### config.mk
export PLATFORM = sky130hd
export DESIGN_NAME = req_arbiter8
export DESIGN_NICKNAME = d
export VERILOG_FILES = /design/src/rtl/arb_pkg.sv /design/src/rtl/rr_pick.sv /design/src/rtl/req_arbiter8.sv
export SDC_FILE = /design/constraint.sdc
export NUM_CORES = 1
export LEC_CHECK = 0
export ABC_CLOCK_PERIOD_IN_PS = 3200
export BUFFER_PORTS_ARGS = -buffer_cell sky130_fd_sc_hd__buf_2
export CORE_AREA = 2 2 56 58
export CTS_BUF_LIST = sky130_fd_sc_hd__clkbuf_2
export CTS_CLUSTER_DIAMETER = 40
export DETAILED_ROUTE_END_ITERATION = 8
export DIE_AREA = 0 0 58 60
export PLACE_DENSITY = 0.59
export SYNTH_ARGS = -nofsm -noshare
export SYNTH_HDL_FRONTEND = slang
export SYNTH_SLANG_ARGS = --single-unit
### constraint.sdc
create_clock -name clk -period 3.2 [get_ports clk]
set_input_delay 0.16 -clock clk [delete_from_list [all_inputs] [get_ports clk]]
set_output_delay 0.16 -clock clk [all_outputs]
set_load 0.02 [all_outputs]
### src/rtl/arb_pkg.sv
// Shared types and sizes for the 8-way round-robin request arbiter.
package arb_pkg;
   localparam int NUM_REQ = 8;
   localparam int IDX_W   = 3;

   typedef enum logic {
      IDLE  = 1'b0,
      GRANT = 1'b1
   } arb_state_t;
endpackage

### src/rtl/rr_pick.sv
// Rotating-priority find-first: returns the first set request bit at or above
// ptr, wrapping from the top index back to 0.
module rr_pick
   import arb_pkg::*;
(
   input  logic [NUM_REQ-1:0] req,
   input  logic [IDX_W-1:0]   ptr,
   output logic [IDX_W-1:0]   idx,
   output logic               any
);

   logic [IDX_W-1:0] cand;
   logic             hit;

   always_comb begin
      idx  = '0;
      cand = '0;
      hit  = 1'b0;
      for (int i = 0; i < NUM_REQ; i++) begin
         // IDX_W-bit add wraps the search index past the top requester
         cand = ptr + IDX_W'(i);
         if (!hit && req[cand]) begin
            idx = cand;
            hit = 1'b1;
         end
      end
   end

   assign any = |req;

endmodule

### src/rtl/req_arbiter8.sv
// 8-way round-robin arbiter with registered grant index/valid.
// Optional forced release after TIMEOUT_CYCLES grant cycles when ARB_TIMEOUT_EN is defined.
//
// state | meaning
// IDLE  | no grant; arbitrate on req using ptr as the highest-priority index
// GRANT | gnt_idx owned until done (or timeout), req changes ignored
module req_arbiter8
   import arb_pkg::*;
#(
   parameter int TIMEOUT_CYCLES = 16
) (
   input  logic               clk,
   input  logic               rst,
   input  logic [NUM_REQ-1:0] req,
   input  logic               done,
   output logic [IDX_W-1:0]   gnt_idx,
   output logic               gnt_vld,
   output logic               timeout
);

   arb_state_t       state;
   logic [IDX_W-1:0] ptr;
   logic [IDX_W-1:0] pick_idx;
   logic             pick_any;

   rr_pick u_pick (
      .req (req),
      .ptr (ptr),
      .idx (pick_idx),
      .any (pick_any)
   );

`ifdef ARB_TIMEOUT_EN
   localparam logic [7:0] TMO_LAST = 8'(TIMEOUT_CYCLES - 1);
   logic [7:0] tmo_cnt;

   always_ff @(posedge clk) begin
      if (rst) begin
         state   <= IDLE;
         ptr     <= '0;
         gnt_idx <= '0;
         gnt_vld <= 1'b0;
         timeout <= 1'b0;
         tmo_cnt <= '0;
      end else begin
         timeout <= 1'b0;
         case (state)
            IDLE: begin
               if (pick_any) begin
                  gnt_idx <= pick_idx;
                  gnt_vld <= 1'b1;
                  tmo_cnt <= '0;
                  state   <= GRANT;
               end
            end
            GRANT: begin
               // done wins over a coincident terminal count, so no pulse then
               if (done || (tmo_cnt == TMO_LAST)) begin
                  gnt_vld <= 1'b0;
                  ptr     <= gnt_idx + IDX_W'(1);
                  timeout <= ~done;
                  state   <= IDLE;
               end else begin
                  tmo_cnt <= tmo_cnt + 8'd1;
               end
            end
            default: state <= IDLE;
         endcase
      end
   end
`else
   assign timeout = 1'b0;

   always_ff @(posedge clk) begin
      if (rst) begin
         state   <= IDLE;
         ptr     <= '0;
         gnt_idx <= '0;
         gnt_vld <= 1'b0;
      end else begin
         case (state)
            IDLE: begin
               if (pick_any) begin
                  gnt_idx <= pick_idx;
                  gnt_vld <= 1'b1;
                  state   <= GRANT;
               end
            end
            GRANT: begin
               if (done) begin
                  gnt_vld <= 1'b0;
                  ptr     <= gnt_idx + IDX_W'(1);
                  state   <= IDLE;
               end
            end
            default: state <= IDLE;
         endcase
      end
   end
`endif

endmodule

Word-level counts from Yosys, hierarchy flattened
Cells that the tools add are included.
{ "word_totals": {"regBits": 8, "output_inout_bits": 5, "word_cells": 78} }
{ "classes": {"muxes": 37, "addsub": 8, "bitwise": 1, "magnitude_cmp": 8, "eq_ne": 2, "reduce_logical": 18} }
{ "ops": {"columns": ["cell", "count"], "rows": [
  ["$lt 3x4->1 const B", 8],
  ["$bmux 1 s3", 8],
  ["$mux 3", 8],
  ["$mux 1", 19],
  ["$add 3x3->3 const B", 4],
  ["$reduce_or 8->1", 1],
  ["$logic_and 1x1->1", 7],
  ["$logic_not 1->1", 7],
  ["$add 3x1->3 const B", 2],
  ["$add 3x2->3 const B", 2],
  ["$reduce_and 2->1", 3],
  ["$ne 2x2->1 const B", 2],
  ["$pmux 1 s2", 2],
  ["$not 1->1", 1]
]} }

Logic depth before layout (Yosys ltp)
Gate-level depths: netlist of run 1.
{ "depth": {"depth_word": 24, "depth_mapped": 11, "depth_no_buf": 9} }

Cells and area by module
A second synthesis of run 1 with hierarchy kept.
{ "unflattened": {"cells_unflattened": 128, "hier_area_um2": 1213.7} }
{ "modules_own_cells": {"columns": ["mod", "area_per_inst_um2", "cells_per_inst", "instances"], "rows": [
  ["rr_pick", 887.1, 94, 1],
  ["req_arbiter8", 326.6, 34, 1]
]} }

Worst setup path after synthesis of run 1
Ideal clock, no wire load.
{ "synth_timing": {"path_type": "register to register", "from": "reg ptr[1]", "to": "reg gnt_idx[1]", "stages_incl_launch_ff": 12, "setup_time_ns": 0.128, "path_buffers": 2, "required_time_ns": 3.072, "arrival_time_ns": 2.561, "setup_slack_ns": 0.512, "cell_sequence": "dfxtp_1 -> buf_4 -> inv_1 -> ha_1 -> buf_4 -> mux4_2 -> mux2i_1 -> a32oi_1 -> or2_1 -> a211o_1 -> a21oi_1 -> nor3_1"} }
{ "synth_between": {"elab_chain_cells": 24} }
{ "synth_rtl": {"columns": ["element", "line", "text"], "rows": [
  ["from (decl)", "req_arbiter8.sv:22", "logic [IDX_W-1:0] ptr;"],
  ["from (signal assigned)", "req_arbiter8.sv:92", "ptr <= gnt_idx + IDX_W'(1);"],
  ["parallel branches: the longest is 23 deep, another holds $add 3x1->3", null, null],
  ["$mux 3 *", "rr_pick.sv:22", "if (!hit && req[cand]) begin"],
  ["to (signal assigned)", "req_arbiter8.sv:84", "gnt_idx <= pick_idx;"],
  ["to (decl)", "req_arbiter8.sv:16", "output logic [IDX_W-1:0] gnt_idx,"]
]} }
Mark *: on every way between the ends. The select of a mux whose other input is x is not followed.
A chain may end at the register's enable or synchronous reset.

Worst setup path after layout of run 1
{ "layout_timing": {"from": "reg ptr[0]", "to": "reg gnt_idx[2]"} }
Same word-level chain as after synthesis.

==> results.md, run 1 <==
- Total detailed-routing wirelength: around 2600 µm
- Highest ir drop seen on vdd: 0.2636 mV
- Setup_tns: 0 ps
- CP endpoint kind: flip-flop
- YS warnings: 0
- Number of distinct library cells after synthesis: 42
- Type of the tightest min-delay check: input port to flip-flop
- Detailed-router iteration count before antenna repair: 4
- Part of the Yosys area used for sequential elements: 0.1435
- Slew Viols, Final: 0
- Count of hold-fix buffers inserted at cts: 0
- Floorplan Core Area: 0.002903 mm²
- Final Non-Filler Cells: ~170
- Worst endpoint required time: roughly 3400 ps
- Synthesized Nets: between 100 and 150
- CTS tree: yes
- Number of sinks on the clock net: 8
- Worst-path clk slew: about 80 ps
- Most common cell after layout, fill and taps aside: sky130_fd_sc_hd__buf_2
- # Max-Cap Violations: 0
- Max-slew headroom: 0.5873
- Number of routed nets with antenna violations: 0
- Diode insertion count for antenna repair: 0
- Post-route clock skew: approximately 11 ps
- Initial drt markers: 33
- Final global-route overflow total: 0
- Synthesis-stage register bit count: 8
- Number of CTS-inserted buffers: 3
- Outcome: finished clean
- Post CTS Setup Buffer Count: 0
- Worst-path cell with the longest stage delay: sky130_fd_sc_hd__mux4_2
- Worst setup path class: flip-flop to flip-flop
- Placed instance count: 168
- Most area-hungry cell type in the Yosys netlist: sky130_fd_sc_hd__mux4_2
- Count of mapped cells out of synthesis: ~130
- Die Footprint: about 0.0035 mm²
- Period Utilization, post-route: 0.8847
- Slew at the pin closest to its max-slew limit: ~610 ps
- Final worst path period need: about 2800 ps
- Fmax: 353.2 MHz
- Combinational group share of total power: 0.572
- Largest fanout of any net on the critical path: 9
- Number of design rule violations left after detail routing: 0
- Via count of the first global-routing pass: between 900 and 1000
- First-pass GRT wire length: about 4400 µm
- Setup slack of the most critical reg-to-reg path: around 370 ps
- Share of final-layout standard cells stronger than drive strength 1: 0.2464
- Arrival time of data at the critical path endpoint: about 3000 ps
- Horizontal die dimension: 58 µm
- Fraction of power spent switching nets: 0.4231
- Post-cts sizing count: 0
- Clock latency on the worst-skew pair: between 200 and 250 ps
- CTS H-tree lvls: 1
- Final Hold Fails: 0
- Site Rows: 20
- Port Buf Inserts: 14
- Leak pwr: ~0.47 nW
- Average wire per standard cell: 15.35 µm
- Category of the worst setup path launch point: flip-flop
- Number of vias after detailed routing: 1059
- Area fraction of the dominant cell type after synthesis: 0.1614
- Post-detailed-route via-to-cell ratio: 6.193
- Top cells by area in the synthesized netlist: sky130_fd_sc_hd__mux4_2 16%, sky130_fd_sc_hd__dfxtp_1 14%, sky130_fd_sc_hd__mux2i_1 6.3%, sky130_fd_sc_hd__a21oi_1 5.4%, sky130_fd_sc_hd__mux2_2 5.0%
- Number of nets in the final layout: ~150
- Final GP Congestion: 0.9522
- Commonest non-fill, non-tap cells in the layout: 14 x sky130_fd_sc_hd__buf_2, 12 x sky130_fd_sc_hd__a21oi_1, 12 x sky130_fd_sc_hd__nor2_1
- Antenna violations before repair: 0
- RSZ-0062 raised after global routing: false
- Fraction of power consumed by the clock network: 0.142
- Internal Dissipation: roughly 0.24 mW
- Mapped cell area: around 0.0011 mm²
- Buffer depth of the longest clock path: 2
- Critical path's top delay family: multiplexers
- Psw: ~0.17 mW
- Total GRT Usage: 0.1622
- CP max stage delay: around 610 ps
- Pin count of the biggest net entering global routing: 14
- Filler Cell Count: between 200 and 300
- Cell Chain, Critical Path: inv_1 -> ha_1 -> mux4_2 -> mux2i_1 -> a32oi_1 -> or2_1 -> o221ai_1 -> nand4_1 -> a31oi_1
- Avg Synthesized Cell Area: ~9 µm²
- Starting density of the core: 0.3845
- I/O Pins: 16
- Buffer and inverter count on the worst path: 1
- Chip Height: roughly 60 µm
- Post-DP HPWL: roughly 2000 µm
- Pwr dens: ~340 mW/mm²
- Sequential cell fraction of total power: 0.286
- Area growth, synth to finish: 8.296%
- Final setup viols: 0
- Master cell of the clock root buffer: sky130_fd_sc_hd__clkbuf_2
==> kinds of logic (layout without fill, tap and decap cells) <==
kind of cell | count (synthesis) | in the layout | share of synthesized area
simple gates | 37 | 37 | 0.1637
compound gates | 34 | 34 | 0.1951
mux | 24 | 24 | 0.3543
xor+xnor | 5 | 5 | 0.03924
fa+ha+maj | 3 | 3 | 0.03364
flops | 8 | 8 | 0.1435
other cells | 1 | 1 | 0.003360
buf+inv | 14 | 26 | 0.06726
==> layout make-up <==
type                    count  area, µm²  area share
well taps                  33      41.29     0.03416
inverters                   7      26.28     0.02174
clock buffers               3      15.01     0.01242
flip-flops and latches      8      160.2      0.1325
multi-input cells         104      880.8      0.7288
repair buffers             16      85.08     0.07039
==> synth_stat cells <==
cell type / instances
sky130_fd_sc_hd__a41oi_1: 1
sky130_fd_sc_hd__mux4_1: 2
sky130_fd_sc_hd__a21oi_1: 12
sky130_fd_sc_hd__nor4_1: 3
sky130_fd_sc_hd__nand4_1: 3
sky130_fd_sc_hd__dfxtp_1: 8
sky130_fd_sc_hd__nor2_1: 12
sky130_fd_sc_hd__a211o_1: 1
sky130_fd_sc_hd__nand3_1: 1
sky130_fd_sc_hd__o21ai_0: 5
sky130_fd_sc_hd__o21ai_1: 2
sky130_fd_sc_hd__a2111oi_0: 1
sky130_fd_sc_hd__a31oi_1: 1
sky130_fd_sc_hd__buf_4: 4
sky130_fd_sc_hd__mux2i_4: 1
sky130_fd_sc_hd__or2_1: 1
sky130_fd_sc_hd__conb_1: 1
sky130_fd_sc_hd__or3b_1: 1
sky130_fd_sc_hd__a22o_1: 1
sky130_fd_sc_hd__nor3_1: 3
sky130_fd_sc_hd__mux4_2: 8
sky130_fd_sc_hd__and2b_1: 2
sky130_fd_sc_hd__nor2b_1: 1
sky130_fd_sc_hd__mux2i_2: 1
sky130_fd_sc_hd__mux2i_1: 7
sky130_fd_sc_hd__xor2_1: 2
sky130_fd_sc_hd__nand2b_1: 1
sky130_fd_sc_hd__o211a_1: 1
sky130_fd_sc_hd__clkbuf_1: 1
sky130_fd_sc_hd__xnor2_1: 3
sky130_fd_sc_hd__a211oi_1: 4
sky130_fd_sc_hd__a32oi_1: 2
sky130_fd_sc_hd__mux2_2: 5
sky130_fd_sc_hd__nand2_1: 8
sky130_fd_sc_hd__buf_6: 1
sky130_fd_sc_hd__ha_1: 3
sky130_fd_sc_hd__a21o_1: 1
sky130_fd_sc_hd__nand3b_1: 1
sky130_fd_sc_hd__inv_1: 7
sky130_fd_sc_hd__o221ai_1: 1
sky130_fd_sc_hd__buf_1: 1
sky130_fd_sc_hd__o31ai_1: 1
==> layer usage <==
metal / global-route usage / vias to the layer above / routed length [µm]
met5: 0 / - / 0
met4: 0.02990 / 0 / 0
met3: 0.04329 / 0 / 157
met2: 0.2744 / 42 / 1342
met1: 0.2102 / 505 / 1125
li1: - / 512 / -
==> per-stage QoR <==
stage,worst slack [ps],utilization,instance area (µm²),hold WS [ps],power (mW)
after global placement,475.0,0.4112,1194,382.3,0.3500
after CTS,374.3,0.4164,1209,145.8,0.4107
after detailed placement,405.1,0.4112,1194,393.0,0.3510
after floorplan,511.5,-,1116,259.1,0.3016
final,369.1,0.4164,1209,149.8,0.4102
after global routing,182.0,0.4164,1209,141.7,0.4398
==> final timing paths <==
path | cells past startpoint | endpoint | startpoint
worst max-delay path | 9 | gnt_idx[2] | ptr[0]
worst max register to register | 9 | gnt_idx[2] | ptr[0]
worst min register to register | 2 | gnt_vld | gnt_vld
worst min-delay path | 2 | state | done
==> state kept, by name, summed over array words and instances, names as in the netlist <==
| signal | flops |
|---|---|
| gnt_idx | 3 |
| ptr | 3 |
| gnt_vld | 1 |
| state | 1 |
==> power groups by stage <==
stage	registers, mW	logic, mW	clock network [mW]
6_report	0.117	0.235	0.0584
3_5_place_dp	0.120	0.231	0
4_1_cts	0.117	0.233	0.0611
2_1_floorplan	0.124	0.178	0
3_3_place_gp	0.119	0.231	0
5_1_grt	0.118	0.258	0.0638
Power figures use the tool's default switching activity.
==> run 2: changes to the inputs <==
==> constraint.sdc (replaced) <==
create_clock -name clk -period 3.2 [get_ports clk]
set_input_delay 0.64 -clock clk [delete_from_list [all_inputs] [get_ports clk]]
set_output_delay 0.64 -clock clk [all_outputs]
set_load 0.02 [all_outputs]
==> results.md, run 2 (synthesized netlist as in run 1, its figures left out) <==
- Horizontal die dimension: 58 µm (unchanged)
- Post-cts sizing count: 0 (unchanged)
- First-pass GRT wire length: 4823 µm (was 4402 µm)
- Total detailed-routing wirelength: 2787 µm (was 2625 µm)
- Chip Height: 60 µm (unchanged)
- Total GRT Usage: 0.1777 (was 0.1622)
- Buffer and inverter count on the worst path: 2 (was 1)
- Final GP Congestion: 0.9736 (was 0.9522)
- Site Rows: 20 (unchanged)
- Worst setup path class: flip-flop to flip-flop (unchanged)
- Number of sinks on the clock net: 8 (unchanged)
- Worst-path clk slew: 70 ps (was 80 ps)
- Critical path's top delay family: multiplexers (unchanged)
- CTS tree: yes (unchanged)
- Number of nets in the final layout: 156 (was 154)
- Buffer depth of the longest clock path: 2 (unchanged)
- Number of routed nets with antenna violations: 0 (unchanged)
- Final Non-Filler Cells: 173 (was 171)
- Biggest registers after layout: gnt_idx: 3 flops, ptr: 3 flops (unchanged)
- Count of hold-fix buffers inserted at cts: 0 (unchanged)
- Final-layout worst hold slack: 491.0 ps (was 149.8 ps)
- Post-DP HPWL: 2184 µm (was 2045 µm)
- Type of the tightest min-delay check: flip-flop to flip-flop (was input port to flip-flop)
- Pin count of the biggest net entering global routing: 14 (unchanged)
- Final Instance Area: 0.001224 mm² (was 0.001209 mm²)
- CTS H-tree lvls: 1 (unchanged)
- Area growth, synth to finish: 9.641% (was 8.296%)
- Leak pwr: 0.4771 nW (was 0.4674 nW)
- Slew at the pin closest to its max-slew limit: 605.7 ps (was 614.6 ps)
- Slew Viols, Final: 0 (unchanged)
- Worst endpoint required time: 3310 ps (was 3360 ps)
- RSZ-0062 raised after global routing: false (unchanged)
- I/O Pins: 16 (unchanged)
- Initial drt markers: 35 (was 33)
- Layout Utilization: 0.4216 (was 0.4164)
- # Max-Cap Violations: 0 (unchanged)
- Setup_tns: 0 ps (unchanged)
- Share of final-layout standard cells stronger than drive strength 1: 0.2571 (was 0.2464)
- Placed instance count: 170 (was 168)
- Clock latency on the worst-skew pair: 230 ps (about the same)
- Starting density of the core: 0.3845 (unchanged)
- Cell Chain, Critical Path: inv_1 -> ha_1 -> buf_4 -> mux4_1 -> mux2i_1 -> and2b_1 -> nor2_1 -> o21ai_1 -> a2111oi_0 -> nor4_1 (was inv_1 -> ha_1 -> mux4_2 -> mux2i_1 -> a32oi_1 -> or2_1 -> o221ai_1 -> nand4_1 -> a31oi_1)
- Highest ir drop seen on vdd: 0.2180 mV (was 0.2636 mV)
- Outcome: finished clean (unchanged)
- Average wire per standard cell: 16.11 µm (was 15.35 µm)
- Largest fanout of any net on the critical path: 6 (was 9)
- Category of the worst setup path launch point: flip-flop (unchanged)
- Minimum setup slack in the final design: 488.7 ps (was 369.1 ps)
- Arrival time of data at the critical path endpoint: 2820 ps (was 2990 ps)
- Period Utilization, post-route: 0.8473 (was 0.8847)
- Post CTS Setup Buffer Count: 0 (unchanged)
- Final worst path period need: 2711 ps (was 2831 ps)
- Pwr dens: 341.3 mW/mm² (was 339.4 mW/mm²)
- Number of design rule violations left after detail routing: 0 (unchanged)
- CP endpoint kind: flip-flop (unchanged)
- Master cell of the clock root buffer: sky130_fd_sc_hd__clkbuf_2 (unchanged)
- Filler Cell Count: 289 (was 293)
- Via count of the first global-routing pass: 1022 (was 986)
- Commonest non-fill, non-tap cells in the layout: 14 x sky130_fd_sc_hd__buf_2, 12 x sky130_fd_sc_hd__a21oi_1, 12 x sky130_fd_sc_hd__nor2_1 (unchanged)
- Antenna violations before repair: 0 (unchanged)
- Final global-route overflow total: 0 (unchanged)
- Diode insertion count for antenna repair: 0 (unchanged)
- Worst-path cell with the longest stage delay: sky130_fd_sc_hd__mux4_1 (was sky130_fd_sc_hd__mux4_2)
- Fmax: 368.8 MHz (was 353.2 MHz)
- Number of CTS-inserted buffers: 3 (unchanged)
- Total power draw: 0.4177 mW (was 0.4102 mW)
- Detailed-router iteration count before antenna repair: 4 (unchanged)
- Most common cell after layout, fill and taps aside: sky130_fd_sc_hd__buf_2 (unchanged)
- Post-route clock skew: 5.748 ps (was 11.02 ps)
- Floorplan Core Area: 0.002903 mm² (unchanged)
- Post-detailed-route via-to-cell ratio: 6.289 (was 6.193)
- Post-place instance area: 0.001209 mm² (was 0.001194 mm²)
- Final Hold Fails: 0 (unchanged)
- Die Footprint: 0.003480 mm² (unchanged)
- Final setup viols: 0 (unchanged)
- CP max stage delay: 420 ps (was 610 ps)
- Port Buf Inserts: 14 (unchanged)
- Number of vias after detailed routing: 1088 (was 1059)
- Post-Place Worst Slack: 504.3 ps (was 405.1 ps)
- Max-slew headroom: 0.5933 (was 0.5873)
-- run 2: cell types whose count changed in the layout (fill, tap and decap cells not counted), sizes merged --
| cell | change |
|---|---|
| buf | +2 |
-- run 2: area by class of cell --
type | instances | area, µm² | share of cell area
multi-input cells | 104 | 880.8 | 0.7198
flip-flops and latches | 8 | 160.2 | 0.1309
repair buffers | 18 | 100.1 | 0.08180
well taps | 33 | 41.29 | 0.03374
inverters | 7 | 26.28 | 0.02147
clock buffers | 3 | 15.01 | 0.01227
-- run 2: final timing paths --
kind,slack [ps],end,cells after the start,start
setup / recovery,490,gnt_idx[0],10,ptr[1]
hold / removal,490,gnt_vld,2,gnt_vld
hold reg to reg,490,gnt_vld,2,gnt_vld
setup reg to reg,490,gnt_idx[0],10,ptr[1]
-- run 2: power by group --
part	internal, mW	total [mW]	switching [mW]
clock	0.0255	0.0584	0.0328
combinational	0.107	0.242	0.135
sequential	0.108	0.117	0.00902
-- run 2: layer usage --
layer | part of all wire | global-route usage
met2 | 0.52 | 0.3231
met5 | 0 | 0
met4 | 0.0043 | 0.04319
met1 | 0.45 | 0.2236
met3 | 0.034 | 0.02165
-- run 2: tightest hold or removal path: cells and delay by family, from the launching register on --
kind	cells	cell delay [ps]
DFF	1	330
and+or+nand+nor	1	70
AOI/OAI and AO/OA	1	60
